`src/rtl/serial_adder_n.sv`:
```
`default_nettype none
// ============================================================================
// Module   : serial_adder_n
// Purpose  : Multi-cycle adder, DIGIT bits per clock through a full-adder
//            chain with a registered carry; valid/ready on both sides.
//            Optional subtract mode enabled by macro SERIAL_ADDER_SUB_EN.
// Revision : 1.0 - initial release
// ============================================================================
module serial_adder_n #(
    parameter int WIDTH = 8,
    parameter int DIGIT = 1
) (
    input  logic             clk,
    input  logic             rst_n,
    input  logic             in_valid,
    output logic             in_ready,
    input  logic [WIDTH-1:0] a,
    input  logic [WIDTH-1:0] b,
    input  logic             cin,
`ifdef SERIAL_ADDER_SUB_EN
    input  logic             sub,
`endif
    output logic             out_valid,
    input  logic             out_ready,
    output logic [WIDTH-1:0] sum,
    output logic             cout
);

    localparam int NSLICE = WIDTH / DIGIT;
    localparam int CW     = $clog2(NSLICE + 1);
    localparam logic [CW-1:0] C_LAST = CW'(NSLICE);

    typedef enum logic [1:0] {
        S_IDLE = 2'd0,
        S_RUN  = 2'd1,
        S_DONE = 2'd2
    } state_t;

    state_t           r_state;
    state_t           w_state_next;
    logic             r_in_ready;
    logic [WIDTH-1:0] r_a;
    logic [WIDTH-1:0] r_b;
    logic [WIDTH-1:0] r_sum;
    logic             r_carry;
    logic             r_cout;
    logic [CW-1:0]    r_cnt;
    logic             w_accept;
    logic             w_sub;
    logic [DIGIT:0]   w_c;
    logic [DIGIT-1:0] w_slice;
    logic [WIDTH-1:0] w_sum_shift;

    genvar gi;

    if (WIDTH < 1 || DIGIT < 1 || (WIDTH % DIGIT) != 0) begin : g_bad_params
        $error("serial_adder_n: DIGIT must divide WIDTH and both must be >= 1");
    end

`ifdef SERIAL_ADDER_SUB_EN
    assign w_sub = sub;
`else
    assign w_sub = 1'b0;
`endif

    // Ripple chain across one slice; carry-in comes from the carry register
    assign w_c[0] = r_carry;
    for (gi = 0; gi < DIGIT; gi++) begin : g_fa
        assign w_slice[gi] = r_a[gi] ^ r_b[gi] ^ w_c[gi];
        assign w_c[gi+1]   = (r_a[gi] & r_b[gi]) | (w_c[gi] & (r_a[gi] ^ r_b[gi]));
    end

    if (DIGIT == WIDTH) begin : g_single
        assign w_sum_shift = w_slice;
    end else begin : g_multi
        assign w_sum_shift = {w_slice, r_sum[WIDTH-1:DIGIT]};
    end

    assign w_accept = (r_state == S_IDLE) && in_valid && r_in_ready;

    always_comb begin
        w_state_next = r_state;
        case (r_state)
            S_IDLE:  if (w_accept)         w_state_next = S_RUN;
            S_RUN:   if (r_cnt == C_LAST)  w_state_next = S_DONE;
            S_DONE:  if (out_ready)        w_state_next = S_IDLE;
            default:                       w_state_next = S_IDLE;
        endcase
    end

    always_ff @(posedge clk or negedge rst_n) begin
        if (!rst_n) begin
            r_state    <= S_IDLE;
            r_in_ready <= 1'b0;
        end else begin
            r_state    <= w_state_next;
            r_in_ready <= (w_state_next == S_IDLE);
        end
    end

    // Final RUN cycle (counter at NSLICE) commits the carry register to cout
    always_ff @(posedge clk or negedge rst_n) begin
        if (!rst_n) begin
            r_a     <= '0;
            r_b     <= '0;
            r_sum   <= '0;
            r_carry <= 1'b0;
            r_cout  <= 1'b0;
            r_cnt   <= '0;
        end else if (w_accept) begin
            r_a     <= a;
            r_b     <= w_sub ? ~b : b;
            r_carry <= w_sub ? ~cin : cin;
            r_cnt   <= '0;
        end else if (r_state == S_RUN) begin
            if (r_cnt != C_LAST) begin
                r_a     <= r_a >> DIGIT;
                r_b     <= r_b >> DIGIT;
                r_sum   <= w_sum_shift;
                r_carry <= w_c[DIGIT];
                r_cnt   <= r_cnt + 1'b1;
            end else begin
                r_cout  <= r_carry;
            end
        end
    end

    assign in_ready  = r_in_ready;
    assign out_valid = (r_state == S_DONE);
    assign sum       = r_sum;
    assign cout      = r_cout;

endmodule
`default_nettype wire

```
`config.mk`:
```
export PLATFORM = sky130hd
export DESIGN_NAME = serial_adder_n
export DESIGN_NICKNAME = d
export VERILOG_FILES = /design/src/rtl/serial_adder_n.sv
export SDC_FILE = /design/constraint.sdc
export NUM_CORES = 1
export LEC_CHECK = 0
export CORE_AREA = 2 2 65 61
export DETAILED_ROUTE_END_ITERATION = 8
export DIE_AREA = 0 0 67 63
export PLACE_DENSITY = 0.68
export SETUP_SLACK_MARGIN = 0.15
export SYNTH_ARGS = -nofsm -noshare
export SYNTH_HDL_FRONTEND = slang
export SYNTH_SLANG_ARGS = --single-unit
```
`constraint.sdc`:
```
create_clock -name clk -period 3.3 [get_ports clk]
set_input_delay 0.33 -clock clk [delete_from_list [all_inputs] [get_ports clk]]
set_output_delay 0.33 -clock clk [all_outputs]
set_load 0.01 [all_outputs]
```
==> results of run 1 <==
==> worst reg2reg max path, cell delays in order, from the launching register on <==
cell	delay (ns)
dfrtp_1	0.42
inv_1	0.07
ha_1	0.19
nand3b_4	0.14
nand2_1	0.30
mux2_2	0.38
==> Yosys cell counts <==
cell type / count / area share (%)
nand4_1: 1 / 0.43
nor4bb_1: 1 / 0.68
buf_2: 3 / 1.0
a221o_1: 14 / 9.6
mux2_2: 9 / 6.9
inv_1: 7 / 1.8
nand3_1: 1 / 0.34
and2_4: 1 / 0.60
o31ai_1: 3 / 1.5
a221oi_1: 1 / 0.60
o211ai_1: 1 / 0.51
buf_4: 1 / 0.51
or4bb_1: 1 / 0.77
and2b_1: 1 / 0.51
buf_6: 1 / 0.77
fa_1: 1 / 1.4
nand3b_4: 1 / 1.4
nor2_1: 1 / 0.26
and2_1: 14 / 6.0
and2b_4: 1 / 0.68
nor3_1: 1 / 0.34
a21oi_4: 1 / 1.1
mux2i_1: 1 / 0.68
dfrtp_1: 33 / 56
nand2b_1: 1 / 0.43
o21ai_0: 3 / 1.0
nand2_1: 6 / 1.5
o2bb2ai_1: 1 / 0.60
ha_1: 2 / 1.7
==> cell type report <==
class                      count  area [um2]  share of cell area (%)
clock buffer                   7        86.3                    4.53
inverter                       7        26.3                    1.38
multi-input combinational     68         586                    30.7
sequential                    33         826                    43.3
tap                           46        57.6                    3.02
timing repair buffer          33         325                    17.1
==> power by group <==
part	internal, uW	switching [uW]	total, uW
Clock	165	131	296
Combinational	425	337	761
Sequential	589	125	714
Total	1180	592	1770
==> worst paths after layout <==
kind	end	cells after the start	slack [ns]
setup / recovery	out_valid	2	1.52
hold / removal	sum[3]	2	0.47
setup reg to reg	sum[6]	5	1.70
hold reg to reg	sum[0]	1	0.51
max in group asynchronous	r_a[4]	2	2.54
min in group clk	sum[0]	1	0.51
==> kinds of logic after synthesis <==
| kind of cell | after synthesis |
|---|---|
| buf+inv | 12 |
| mux | 10 |
| simple gates | 31 |
| fa+ha+maj | 3 |
| compound gates | 24 |
| flops | 33 |
==> registers in the layout, summed over array words and instances (netlist names) <==
signal	cells
r_a	8
r_b	8
sum	8
r_cnt	4
r_state	2
cout	1
in_ready	1
r_carry	1
==> stage by stage <==
step / area, um2 / util (%) / hold WS (ns) / worst slack [ns]
floorplan: 1470 / - / 0.0344 / 1.76
global placement: 1820 / 50.9 / 0.488 / 1.51
detailed placement: 1820 / 50.9 / 0.495 / 1.46
CTS: 1910 / 53.4 / 0.478 / 1.50
global route: 1910 / 53.4 / 0.499 / 1.44
finish: 1910 / 53.4 / 0.467 / 1.52
==> metal layers <==
layer	wire [um]	vias to the layer above
met2	1210	41
met1	1280	490
met3	164	6
met4	55	0
met5	0	-
li1	-	479
==> flow_metrics.tcl, run 1 <==
set metrics [dict create \
    layout-drive-gt1-share_pct 14.9 \
    cp.arrival_ns 1.45 \
    rr_startpoint "r_cnt[0]" \
    critPathLaunch "r_state[0]" \
    cts_setup_buffers 0 \
    period_share_pct 54.1 \
    required_ns 2.97 \
    fin_nets 172 \
    crit_chain "and2b_1 > clkdlybuf4s50_1" \
    antenna_found_initial 0 \
    place_congestion 0.752 \
    power.leakage_uw 0.000861 \
    dp_hpwl_mm 1.89 \
    met2_usage_pct 19.8 \
    synth_top_family_by_area "compound AO/OA/AOI/OAI gates" \
    synth_fa_ha_area_share_pct 3.07 \
    yosysSeqAreaShare_pct 56.4 \
    cts_tree "built" \
    synthMuxAreaShare_pct 7.60 \
    dieWidth_um 67 \
    netlist-cell-type-count 29 \
    synth_xor_area_share_pct 0 \
    h-tree-depth 2 \
    tns_ns 0 \
    cp-start-kind "flop" \
    cts_sinks 33 \
    syn_area_um2 1470 \
    clk_path_buf_depth 2 \
    n_antenna_cell 0 \
    overflow 0 \
    ys_ff_latch 33 \
    fillers 327 \
    dpl.cell_count 187 \
    final_cells 194 \
    final_cell_mix "33 x dfrtp_1, 31 x clkdlybuf4s50_1, 14 x and2_1, 14 x a221o_1, 9 x mux2_2" \
    status "complete, no violations" \
    vias 1016 \
    io_buffers 31 \
    rsz0062_at_grt "false" \
    clock-skew-final_ns 0.00249 \
    cp_num_buf_inv 1 \
    floorplan.initialDensity_pct 41.0 \
    core_um2 3570 \
    cp_slowest_cell "clkdlybuf4s50_1" \
    gr-max-usage-layer "met2" \
    cap_viol_max_count 0 \
    critPathMaxStageDelay_ns 0.53 \
    clk_pin_slew_ns 0.06 \
    dieArea_um2 4220 \
    setup_viol 0 \
    timing.final.max_slew_violations 0 \
    fmax_ghz 0.560 \
    drt-pass1-iter-count 4 \
    rows 21 \
    grt_use_met1_pct 19.8 \
    hp-class "primary input to asynchronous set/reset pin" \
    synth_simple_gate_area_share_pct 13.9 \
    critPathKind "flop to output port" \
    wire_per_inst_um 14.0 \
    layout_min_cycle_time_ns 1.78 \
    synth.avg_cell_area_um2 13.0 \
    cts_hold_buf 0 \
    peakVddDrop_mv 0.394 \
    path_delay_family "buffers and inverters" \
    p_per_area_nw_per_um2 929 \
    ant_nets 0 \
    io_pins 32 \
    tightest_slew_ns 0.448 \
    endpoint_kind "output port" \
    slew_headroom_pct 70.1 \
    syn_to_final_growth_pct 30.1 \
    drc 0 \
    met3_usage_pct 4.32 \
    cts_resized 0 \
    die_y_um 63 \
    syn_nets 137 \
    final-hold-violation-count 0 \
    synth_compound_area_share_pct 14.9 \
    grt_pass1_vias 982 \
    finalWirelength_mm 2.71 \
    mostFrequentLayoutCell "dfrtp_1" \
    grt_max_degree 34 \
    grt_pass1_wl_mm 4.46 \
    cts_root_buf "clkbuf_8" \
    clkLatencyLatePin_ns 0.28 \
    vias_per_cell 5.24 \
    ys_warn_count 0 \
    critPathMaxFanout 5 \
    power_uw 1770 \
    first_iter_violations 51 \
    grtUsageTotal_pct 14.3 \
    syn_inst 113 \
    cts_made_buffers 5 \
]
(Power assumes the default switching activity.)
==> run 2, diff against run 1 <==
clock period = 1.75 ns   (was 3.3 ns; I/O delays follow)
==> flow_metrics.tcl, run 2 (synthesis results as in run 1) <==
set metrics [dict create \
    grt_pass1_vias 1009 \
    final_cell_area_um2 1970 \
    peakVddDrop_mv 0.697 \
    first_iter_violations 52 \
    floorplan.initialDensity_pct 41.0 \
    layout-drive-gt1-share_pct 18.8 \
    p_seq_share_pct 38.4 \
    finalWirelength_mm 2.94 \
    cts_sinks 33 \
    tightest_slew_ns 0.413 \
    overflow 0 \
    syn_to_final_growth_pct 34.2 \
    final-hold-violation-count 0 \
    grtUsageTotal_pct 14.7 \
    h-tree-depth 2 \
    cts_tree "built" \
    fin_nets 178 \
    rsz0062_at_grt "true" \
    n_antenna_cell 0 \
    rows 21 \
    switching_share_pct 33.6 \
    grt_max_degree 34 \
    cp-start-kind "flop" \
    endpoint_kind "flop" \
    setup_viol 0 \
    p_clk_share_pct 16.0 \
    hp-class "primary input to asynchronous set/reset pin" \
    status "complete, no violations" \
    fin_hold_ws_ns 0.312 \
    cts_hold_buf 0 \
    core_um2 3570 \
    cts_made_buffers 5 \
    clock-skew-final_ns 0.00435 \
    ant_nets 0 \
    mostFrequentLayoutCell "dfrtp_1" \
    cp_slowest_cell "dfrtp_1" \
    p_int_uw 2340 \
    clk_pin_slew_ns 0.06 \
    final_cell_mix "33 x dfrtp_1, 30 x clkdlybuf4s50_1, 14 x and2_1, 14 x a221o_1, 9 x mux2_2" \
    die_y_um 63 \
    vias 1068 \
    drt-pass1-iter-count 4 \
    fmax_ghz 0.649 \
    antenna_found_initial 0 \
    timing.final.max_slew_violations 0 \
    critPathMaxFanout 9 \
    critPathKind "flop to flop" \
    required_ns 1.91 \
    grt_pass1_wl_mm 4.62 \
    place_congestion 0.752 \
    clkLatencyLatePin_ns 0.28 \
    dieWidth_um 67 \
    period_share_pct 88.1 \
    tns_ns 0 \
    p_per_area_nw_per_um2 1790 \
    switchingPower_uw 1180 \
    clk_path_buf_depth 2 \
    layout_min_cycle_time_ns 1.54 \
    io_pins 32 \
    utilization_pct 55.0 \
    drc 0 \
    cp.arrival_ns 1.70 \
    slew_headroom_pct 72.5 \
    vias_per_cell 5.34 \
    placed_cell_area_um2 1820 \
    wire_per_inst_um 14.7 \
    dieArea_um2 4220 \
    io_buffers 31 \
    power.leakage_uw 0.000898 \
    cap_viol_max_count 0 \
    combPwrFrac_pct 45.6 \
    cts_root_buf "clkbuf_8" \
    dp_hpwl_mm 1.89 \
    critPathMaxStageDelay_ns 0.40 \
    crit_chain "inv_1 > ha_1 > nand3b_4 > and2_4 > a221o_1" \
]
## run 2: cell types whose count changed in the layout (fill, tap and decap cells not counted)
cell / previous run / this run
buf_12: 0 / 1
and2_4: 1 / 2
clkdlybuf4s50_1: 31 / 30
and2_2: 0 / 1
nand2_2: 0 / 1
buf_4: 2 / 5
nand2_1: 6 / 5
dlygate4sd2_1: 0 / 1
## run 2: what timing repair did
action	4_1_cts	5_1_grt
pin swaps	1	2
endpoints found under the setup margin	9	21
setup buffers	0	4
gates resized for setup	2	1
gates cloned	1	1
## run 2: final timing paths
path / slack [ns] / endpoint / start / cells after the start
setup / recovery: 0.21 / r_b[4] / r_cnt[1] / 5
hold / removal: 0.31 / sum[3] / rst_n / 2
setup reg to reg: 0.21 / r_b[4] / r_cnt[1] / 5
hold reg to reg: 0.50 / r_a[6] / r_a[7] / 1
max in group asynchronous: 1.15 / r_a[2] / rst_n / 2
min in group clk: 0.46 / r_b[7] / b[7] / 3
## run 2: layout make-up
class | count | area (um2)
Clock buffer | 7 | 86.3
Fill cell | 326 | 1610
Inverter | 7 | 26.3
Multi-Input combinational cell | 70 | 604
Sequential cell | 33 | 826
Tap cell | 46 | 57.6
Timing Repair Buffer | 37 | 367
## run 2: stage by stage
stage	instances	power, uW	setup slack, ns
finish	200	3520	0.208
global route	200	3760	0.134
CTS	195	3410	0.151
detailed placement	187	2810	0.0680
global placement	187	2740	0.114
floorplan	113	2330	0.214
## run 2: routing by layer
| metal | global-route usage [%] | routed length [um] |
|---|---|---|
| met5 | 0 | 0 |
| met1 | 19.8 | 1420 |
| met3 | 4.32 | 163 |
| met4 | 7.65 | 70 |
| met2 | 21.3 | 1280 |
## run 2: power by group through the flow
stage | clock [uW] | sequential, uW | combinational [uW]
global route | 620 | 1390 | 1750
CTS | 579 | 1350 | 1490
detailed placement | 0 | 1350 | 1460
finish | 564 | 1350 | 1610
floorplan | 0 | 1360 | 972
global placement | 0 | 1340 | 1400
## run 2: worst max-delay path: cells and delay by family, from the launching register on
family / cells / cell delay (ns)
AO/OA/AOI/OAI: 1 / 0.35
adder cells (fa/ha/maj): 1 / 0.20
buffers and inverters: 1 / 0.09
flip-flops: 1 / 0.40
AND/OR/NAND/NOR: 2 / 0.38
==> run 3, diff against run 2 <==
CAP_MARGIN = 0   (was default)
GPL_ROUTABILITY_DRIVEN = 0   (was default)
==> results of run 3 <==
Same layout as run 2: the final DEF is identical, and so are final timing and power.
